==> src/rtl/traffic_pkg.sv <==
// Shared types and helpers for the intersection signal controller.
// Light vectors are ordered {light4, light3, light2, light1}.
package traffic_pkg;

    localparam int DEM_W = 9;

    typedef enum logic [1:0] {
        A_GREEN = 2'd0,
        A_CLEAR = 2'd1,
        B_GREEN = 2'd2,
        B_CLEAR = 2'd3
    } phase_t;

    function automatic logic [3:0] light_decode(input phase_t p);
        logic [3:0] l;
        case (p)
            A_GREEN: l = 4'b0101;
            B_GREEN: l = 4'b1010;
            default: l = 4'b0000;
        endcase
        return l;
    endfunction

endpackage

==> src/rtl/tick_gen.sv <==
// Free-running divider producing a one-cycle strobe every TICK_DIV clocks.
// The strobe is high in the cycle where the counter sits at its last value.
module tick_gen #(
    parameter int TICK_DIV = 100_000_000
) (
    input  logic clk,
    input  logic rst,
    output logic tick
);

    localparam int CW = (TICK_DIV > 1) ? $clog2(TICK_DIV) : 1;
    localparam logic [CW-1:0] LAST = CW'(TICK_DIV - 1);

    logic [CW-1:0] cnt;

    always_ff @(posedge clk) begin
        if (rst)
            cnt <= '0;
        else if (cnt == LAST)
            cnt <= '0;
        else
            cnt <= cnt + CW'(1);
    end

    assign tick = (cnt == LAST);

endmodule

==> src/rtl/traffic_phase_ctrl.sv <==
// Two-axis adaptive phase controller with all-stop clearance and manual pin.
// All state advances only on the 1 s tick; outputs are fully registered.
module traffic_phase_ctrl
    import traffic_pkg::*;
#(
    parameter int TICK_DIV  = 100_000_000,
    parameter int MIN_GREEN = 5,
    parameter int MAX_GREEN = 20,
    parameter int CLEAR_T   = 2
) (
    input  logic       clk,
    input  logic       rst,
    input  logic [7:0] q1,
    input  logic [7:0] q2,
    input  logic [7:0] q3,
    input  logic [7:0] q4,
    input  logic       man_en,
    input  logic       man_sel,
    output logic       light1,
    output logic       light2,
    output logic       light3,
    output logic       light4,
    output logic [1:0] phase,
    output logic [7:0] sec,
    output logic       tick
);

    localparam logic [7:0] MIN_G = 8'(MIN_GREEN);
    localparam logic [7:0] MAX_G = 8'(MAX_GREEN);
    localparam logic [7:0] CLR_T = 8'(CLEAR_T);

    phase_t           phase_q, phase_nx;
    logic [7:0]       sec_q, sec_nx, n;
    logic [3:0]       lights_q;
    logic [DEM_W-1:0] dA, dB;
    logic             leave_a, leave_b;

    tick_gen #(.TICK_DIV(TICK_DIV)) u_tick (
        .clk  (clk),
        .rst  (rst),
        .tick (tick)
    );

    assign dA = DEM_W'(q1) + DEM_W'(q3);
    assign dB = DEM_W'(q2) + DEM_W'(q4);
    assign n  = (sec_q == 8'hFF) ? 8'hFF : sec_q + 8'd1;

    // A green axis yields only to opposing demand; its own demand extends it up to MAX
    assign leave_a = (man_en && man_sel) ||
                     (!man_en && n >= MIN_G && dB != '0 && (dA == '0 || n >= MAX_G));
    assign leave_b = (man_en && !man_sel) ||
                     (!man_en && n >= MIN_G && dA != '0 && (dB == '0 || n >= MAX_G));

    always_comb begin
        phase_nx = phase_q;
        case (phase_q)
            A_GREEN: if (leave_a) phase_nx = A_CLEAR;
            A_CLEAR: if (n >= CLR_T) phase_nx = (man_en && !man_sel) ? A_GREEN : B_GREEN;
            B_GREEN: if (leave_b) phase_nx = B_CLEAR;
            B_CLEAR: if (n >= CLR_T) phase_nx = (man_en && man_sel) ? B_GREEN : A_GREEN;
        endcase
        sec_nx = (phase_nx != phase_q) ? 8'd0 : n;
    end

    always_ff @(posedge clk) begin
        if (rst) begin
            phase_q  <= A_GREEN;
            sec_q    <= 8'd0;
            lights_q <= light_decode(A_GREEN);
        end else if (tick) begin
            phase_q  <= phase_nx;
            sec_q    <= sec_nx;
            lights_q <= light_decode(phase_nx);
        end
    end

    assign phase  = phase_q;
    assign sec    = sec_q;
    assign light1 = lights_q[0];
    assign light2 = lights_q[1];
    assign light3 = lights_q[2];
    assign light4 = lights_q[3];

endmodule

==> config.mk <==
export PLATFORM = sky130hd
export DESIGN_NAME = traffic_phase_ctrl
export DESIGN_NICKNAME = d
export VERILOG_FILES = /design/src/rtl/traffic_pkg.sv /design/src/rtl/tick_gen.sv /design/src/rtl/traffic_phase_ctrl.sv
export SDC_FILE = /design/constraint.sdc
export NUM_CORES = 1
export LEC_CHECK = 0
export ABC_CLOCK_PERIOD_IN_PS = 3200
export CELL_PAD_IN_SITES_DETAIL_PLACEMENT = 2
export CELL_PAD_IN_SITES_GLOBAL_PLACEMENT = 2
export CORE_UTILIZATION = 28
export CTS_CLUSTER_DIAMETER = 30
export DETAILED_ROUTE_END_ITERATION = 7
export PLACE_DENSITY_LB_ADDON = 0.08
export SETUP_SLACK_MARGIN = 0.05
export SYNTH_ARGS = -nofsm -noshare
export SYNTH_HDL_FRONTEND = slang
export SYNTH_HIERARCHICAL = 1
export SYNTH_SLANG_ARGS = --single-unit
export TNS_END_PERCENT = 50
==> constraint.sdc <==
create_clock -name clk -period 3.2 [get_ports clk]
set_clock_uncertainty 0.15 [all_clocks]
set_input_delay 0.8 -clock clk [delete_from_list [all_inputs] [get_ports clk]]
set_output_delay 0.8 -clock clk [all_outputs]
set_load 0.02 [all_outputs]
# Word level (Yosys, flattened, before mapping)
# Cells that the tools add are included.
[word_totals] in_bits=36 reg_bits=41 elab_cells=48
[op_classes] n_addsub=4 order_cmp=3 reduce_logical=20 n_mux=10 n_eq_ne=7
[op_table] cell="27-bit by 1-bit adder with 27-bit output, second input constant" n=1
[op_table] cell="27-bit == test, second input constant" n=1
[op_table] cell="8-bit by 8-bit adder with 9-bit output" n=2
[op_table] cell="9-bit zero test" n=2
[op_table] cell="9-bit nonzero test" n=2
[op_table] cell="8-bit 2-to-1 mux" n=2
[op_table] cell="2-bit 2-to-1 mux" n=6
[op_table] cell="8-bit by 1-bit adder with 8-bit output, second input constant" n=1
[op_table] cell="8-bit == test, second input constant" n=1
[op_table] cell="8-bit by 2-bit >= comparator with 1-bit output, second input constant" n=1
[op_table] cell="8-bit by 3-bit >= comparator with 1-bit output, second input constant" n=1
[op_table] cell="8-bit by 5-bit >= comparator with 1-bit output, second input constant" n=1
[op_table] cell="2-bit one-hot mux with 4 select lines" n=1
[op_table] cell="4-bit one-hot mux with 2 select lines" n=1
[op_table] cell="1-bit logical AND" n=7
[op_table] cell="2-bit == test, second input constant" n=3
[op_table] cell="2-bit zero test" n=2
[op_table] cell="1-bit logical OR" n=4
[op_table] cell="2-bit by 1-bit == test with 1-bit output, second input constant" n=1
[op_table] cell="1-bit zero test" n=2
[op_table] cell="2-bit != test" n=1
[op_table] cell="2-bit OR reduction" n=1

# Logic depth before layout (Yosys ltp)
[depth] word_depth=11 mapped_depth=9 ltp_nobuf=9

# Modules after synthesis
# The synthesis kept the hierarchy.
[by_module_without_submodules] module="traffic_phase_ctrl" area_each_um2=1501.4 cells_per_inst=182 instances=1 seq_area_each_um2=240.2
[by_module_without_submodules] module="tick_gen" area_each_um2=1311.3 cells_per_inst=149 instances=1 seq_area_each_um2=540.5

# Worst setup path after synthesis
# No wires, ideal clock.
[synth_timing] kind="input -> register" start="in q2[0]" end="reg sec_q[2] (netlist: sec[2])" arrival_time_ns=3.029 setup_ns=0.142 t_required_ns=2.908 path_stages=9 path_slack_ns=-0.121 path_buffers=0 cell_sequence="ha_1 > fa_1 > nor4_1 > nand4_1 > or2_2 > a41oi_1 > a221oi_2 > nor4_4 > nor4_2"
[synth_via] elab_chain_len=9 word_cells_on_any_way=14 cone_classes="add/sub: 1; eq/ne: 1; mux: 4; reduce/logical: 8"
[synth_lines] item="start, declared" line="traffic_phase_ctrl.sv:14" text="input logic [7:0] q2,"
[synth_lines] item="8-bit by 8-bit adder with 9-bit output *" line="traffic_phase_ctrl.sv:45" text="assign dB = DEM_W'(q2) + DEM_W'(q4);"
[synth_lines] item="9-bit zero test or 9-bit nonzero test (tied branches)" line="traffic_phase_ctrl.sv:52, traffic_phase_ctrl.sv:50"
[synth_lines] item="1-bit logical OR or 1-bit logical AND (tied branches)" line="traffic_phase_ctrl.sv:52, traffic_phase_ctrl.sv:50"
[synth_lines] item="1-bit logical AND (on tied branches)" line="traffic_phase_ctrl.sv:52, traffic_phase_ctrl.sv:50"
[synth_lines] item="1-bit logical OR (on tied branches)" line="traffic_phase_ctrl.sv:51, traffic_phase_ctrl.sv:49"
[synth_lines] item="2-bit 2-to-1 mux (on tied branches)" line="traffic_phase_ctrl.sv:59, traffic_phase_ctrl.sv:57"
[synth_lines] item="2-bit one-hot mux with 4 select lines *" line="traffic_phase_ctrl.sv:56" text="case (phase_q)"
[synth_lines] item="2-bit != test *" line="traffic_phase_ctrl.sv:62" text="sec_nx = (phase_nx != phase_q) ? 8'd0 : n;"
[synth_lines] item="8-bit 2-to-1 mux *" line="traffic_phase_ctrl.sv:62"
[synth_lines] item="end signal, assigned" line="traffic_phase_ctrl.sv:72" text="sec_q <= sec_nx;"
[synth_lines] item="end, declared" line="traffic_phase_ctrl.sv:33" text="logic [7:0] sec_q, sec_nx, n;"
# Mark *: on every way between the ends. The rest lies on a longest branch, timed or not.
# A chain may end at the register's enable or synchronous reset.

# Worst setup path in the final report
[layout_timing] start="in q1[0]" end="reg sec_q[2] (netlist: sec[2])"
[layout_via] elab_chain_len=9 word_cells_on_any_way=14 cone_classes="add/sub: 1; eq/ne: 1; mux: 4; reduce/logical: 8"
[layout_lines] item="start, declared" line="traffic_phase_ctrl.sv:13" text="input logic [7:0] q1,"
[layout_lines] item="8-bit by 8-bit adder with 9-bit output *" line="traffic_phase_ctrl.sv:44" text="assign dA = DEM_W'(q1) + DEM_W'(q3);"
[layout_lines] item="9-bit nonzero test or 9-bit zero test (tied branches)" line="traffic_phase_ctrl.sv:52, traffic_phase_ctrl.sv:50"
[layout_lines] item="1-bit logical AND or 1-bit logical OR (tied branches)" line="traffic_phase_ctrl.sv:52, traffic_phase_ctrl.sv:50"
[layout_lines] item="1-bit logical AND (on tied branches)" line="traffic_phase_ctrl.sv:52, traffic_phase_ctrl.sv:50"
[layout_lines] item="1-bit logical OR (on tied branches)" line="traffic_phase_ctrl.sv:51, traffic_phase_ctrl.sv:49"
[layout_lines] item="2-bit 2-to-1 mux (on tied branches)" line="traffic_phase_ctrl.sv:59, traffic_phase_ctrl.sv:57"
[layout_lines] item="2-bit one-hot mux with 4 select lines *" line="traffic_phase_ctrl.sv:56"
[layout_lines] item="2-bit != test *" line="traffic_phase_ctrl.sv:62"
[layout_lines] item="8-bit 2-to-1 mux *" line="traffic_phase_ctrl.sv:62"
# Marked as above.

==> impl_results.md <==
- Outcome: complete, no violations
- # diodes: 0
- CTS buffer count: 5
- Leak: 0.001435 µW
- HP Start: u_tick/cnt[24]$_SDFF_PP0_
- Max IR drop VDD: roughly 0.00016 V
- # rows: 36
- Root buf cell: clkbuf_8
- Synthesized Nets: just under 400
- Top_reg_cell synth: dfxtp_1
- CP max stage delay: ~0.40 ns
- Worst-skew pair later-pin latency: 0.29 ns
- Vias in the first global route: 3010
- Area Growth Syn to Fin: 43.37%
- Initial core utilization: between 20% and 30%
- Setup TNS: 0 ns
- Total grt overflow: 0
- Chip height: roughly 100 µm
- Final Slew Violations: 0
- Sequential share of the synthesized area: between 20% and 30%
- RR Startpoint: sec[1]$_SDFFE_PP0P_
- Slew margin rel.: 26.39%
- DRT antenna net count: 0
- Worst slack, placed: -0.6974 ns
- Clock sinks: 39
- Critical Path Sink: sec[2]$_SDFFE_PP0P_
- Period utilisation layout: 97.81%
- Vias: ~2900
- Req. time, crit path: between 3 and 4 ns
- Crit path arrival time: 3.20 ns
- Post-synth EDFFs: 0
- Critical Path Slowest Stage Cell: fa_2
- RSZ-0062 raised after global routing: yes
- Mapped Avg Cell Area: 8.498 µm²
- Global-route wire length before repair: 14870 µm
- Post-Synthesis Cells: around 330
- Fill count: between 1000 and 1500
- Clock transition at path regs: about 0.080 ns
- Max-Cap Viols: 0
- Crit Reg-Reg Endpoint: sec[2]$_SDFFE_PP0P_
- Endpoints failing hold: 0
- Fmax: about 320 MHz
- Register area: a little under 800 µm²
- 1st-pass router iterations: 4
- Core area: roughly 0.0098 mm²
- Final setup viols: 0
- Final min period: between 3 and 4 ns
- Worst R2R Path Depth: 10
- Pwr dens: 269.4 mW/mm²
- Fin nets: between 400 and 500
- Die X: 102.2 µm
- Initial DRC Count: 41
- H-tree depth: 2
- R2R Setup Slk: roughly 0.45 ns
- HPWL after DPL: between 6000 and 7000 µm
- Netlist cell types: slightly above 70
- Slew @ Worst Pin: around 1.1 ns
- CP Launch Point: q1[0]
- Crit Path Max Fanout: 4
- Setup WS post-layout: 0.07002 ns
- Crit path cell chain: clkbuf_2 > ha_2 > fa_2 > a211oi_4 > o21ai_1 > and3_1 > o21a_1 > a221oi_4 > nor4_4 > buf_4 > buf_4 > nor4_2
- Final Wtd Congestion: 0.7301
- Multi-input logic area: around 0.0022 mm²
- Hold WC Path Type: flop to flop
- Setup Crit Path Kind: input pin to flop
- Post-synth ARST share: 0%
- Largest net degree at the start of global routing: 26
- Hold_buf cts: 0
- CTS tree: yes
- Io pins: about 50
- CP endpoint kind: flop
- CP startpoint kind: input pin
- Die Area: approximately 0.010 mm²
- Vias per cell: ~5.3
- Share of cells above drive strength 1: 26.10%
- WL per Instance: 17.14 µm
- Remaining DRCs: 0
- Number of synthesized register bits: 39
- Initial antenna violation count: 0
- Final WL: roughly 9300 µm
- Min Hold Slack: 0.3233 ns
- Clock Path Buffers: 2
- Syn Std Cell Area: between 0.002 and 0.003 mm²
- Total track usage: 18.13%
- Synth warn: 6
- Number of port buffers: 50
- Most Frequent Cell on Critical Path: buf_4
-- stage by stage --
stage               util [%]  cells  power (µW)  instance area, µm²
floorplan                  -    331       595.5                2825
global route           41.26    543        1151                4033
CTS                    39.84    543        1078                3894
detailed placement     36.98    526       701.7                3615
global placement       36.98    526       695.5                3615
finish                 41.26    543        1086                4033
-- worst max-delay path, delay by kind of cell --
kind	cells	cell delay, ns
adder cells (fa/ha/maj)	2	0.58
AND/OR/NAND/NOR	3	0.41
buffers and inverters	3	0.38
AO/OA/AOI/OAI	4	1.01
-- what timing repair did --
item | CTS | global route
pin swaps | 28 | 26
setup endpoints to repair | 12 | 11
cloned | 0 | 0
setup buffers | 10 | 1
resized for setup | 52 | 35
-- worst min-delay path by stage --
stage	to	slack, ns	depth (start not counted)
after floorplan	u_tick/cnt[26]$_SDFF_PP0_	0.28	1
after global placement	u_tick/cnt[24]$_SDFF_PP0_	0.30	1
after detailed placement	u_tick/cnt[24]$_SDFF_PP0_	0.31	1
after CTS	u_tick/cnt[24]$_SDFF_PP0_	0.32	1
after global routing	u_tick/cnt[24]$_SDFF_PP0_	0.35	1
final	u_tick/cnt[24]$_SDFF_PP0_	0.32	1
-- registers in the layout, indices dropped and copies added, names as in the netlist --
signal / flops
lights_q: 2
u_tick/cnt: 27
phase: 2
sec: 8
-- logic make-up (layout without fill, tap and decap cells) --
group	after synthesis	in the layout	synth area share [%]
and+or+nand+nor	149	149	31.41
AOI/OAI and AO/OA	80	80	21.31
DFF	39	39	27.76
buffers and inverters	25	104	4.315
adders and majority gates	20	20	9.431
xor gates and xnor gates	15	15	4.671
muxes	3	3	1.112
-- placed cells by master (no fill, tap or decap), types with 4 or more instances in the layout --
cell and count:
and3_1 8, nor3_1 10, buf_6 4, dlymetal6s2s_1 5, nand4_1 15, buf_4 36
o21ai_0 7, nand2_1 20, xnor2_1 4, clkbuf_8 6, o31ai_1 7, nor4_1 4
nand3_1 14, dlygate4sd2_1 14, ha_1 10, dfxtp_1 39, nor2_1 29, ha_4 7
xor2_1 10, clkdlybuf4s50_1 21, a21oi_1 23, inv_1 9, or4_1 5, nor4_2 5
clkbuf_2 4
-- routing by layer --
layer | track usage (%) | up-vias | share of wire (%)
met4 | 3.626 | 0 | 0.62
met5 | 0 | - | 0
li1 | - | 1425 | -
met3 | 2.394 | 6 | 1.5
met1 | 22.06 | 1423 | 45
met2 | 33.92 | 25 | 53
-- cell usage after synthesis (3+ instances only) --
library cell  instances  area [µm²]
and3_1                9       56.30
and4_1                3       26.28
nand3_1              14       70.07
or3_1                 4       25.02
nor4_2                4       50.05
inv_1                 9       33.78
nor2_1               30       112.6
buf_4                 4       30.03
a41oi_1               3       26.28
buf_2                 4       20.02
o31ai_1               7       52.55
and2_1                3       18.77
nand4_1              15       93.84
nor4_1                6       37.54
nand2_1              21       78.83
or4_1                 6       45.04
nor3_1               10       50.05
o21ai_0               8       40.04
o211ai_1              3       22.52
a21o_1                3       22.52
xor2_1               10       87.58
dfxtp_1              39       780.8
clkbuf_1              7       26.28
xnor2_1               5       43.79
a21oi_1              25       125.1
ha_1                 18       225.2
-- cell type report --
| class | count | area share, % |
|---|---|---|
| multi-input cells | 267 | 54.36 |
| flip-flops and latches | 39 | 19.36 |
| repair buffers | 88 | 19.14 |
| well taps | 133 | 4.127 |
| clock buffers | 6 | 2.048 |
| inverters | 9 | 0.8377 |
| clock inverters | 1 | 0.1241 |
-- report_power, final --
| group | switching, µW | internal [µW] |
|---|---|---|
| registers | 2.67 | 488 |
| logic | 119 | 134 |
| clock network | 173 | 169 |
Note: power is estimated with default switching activity, not from simulation.
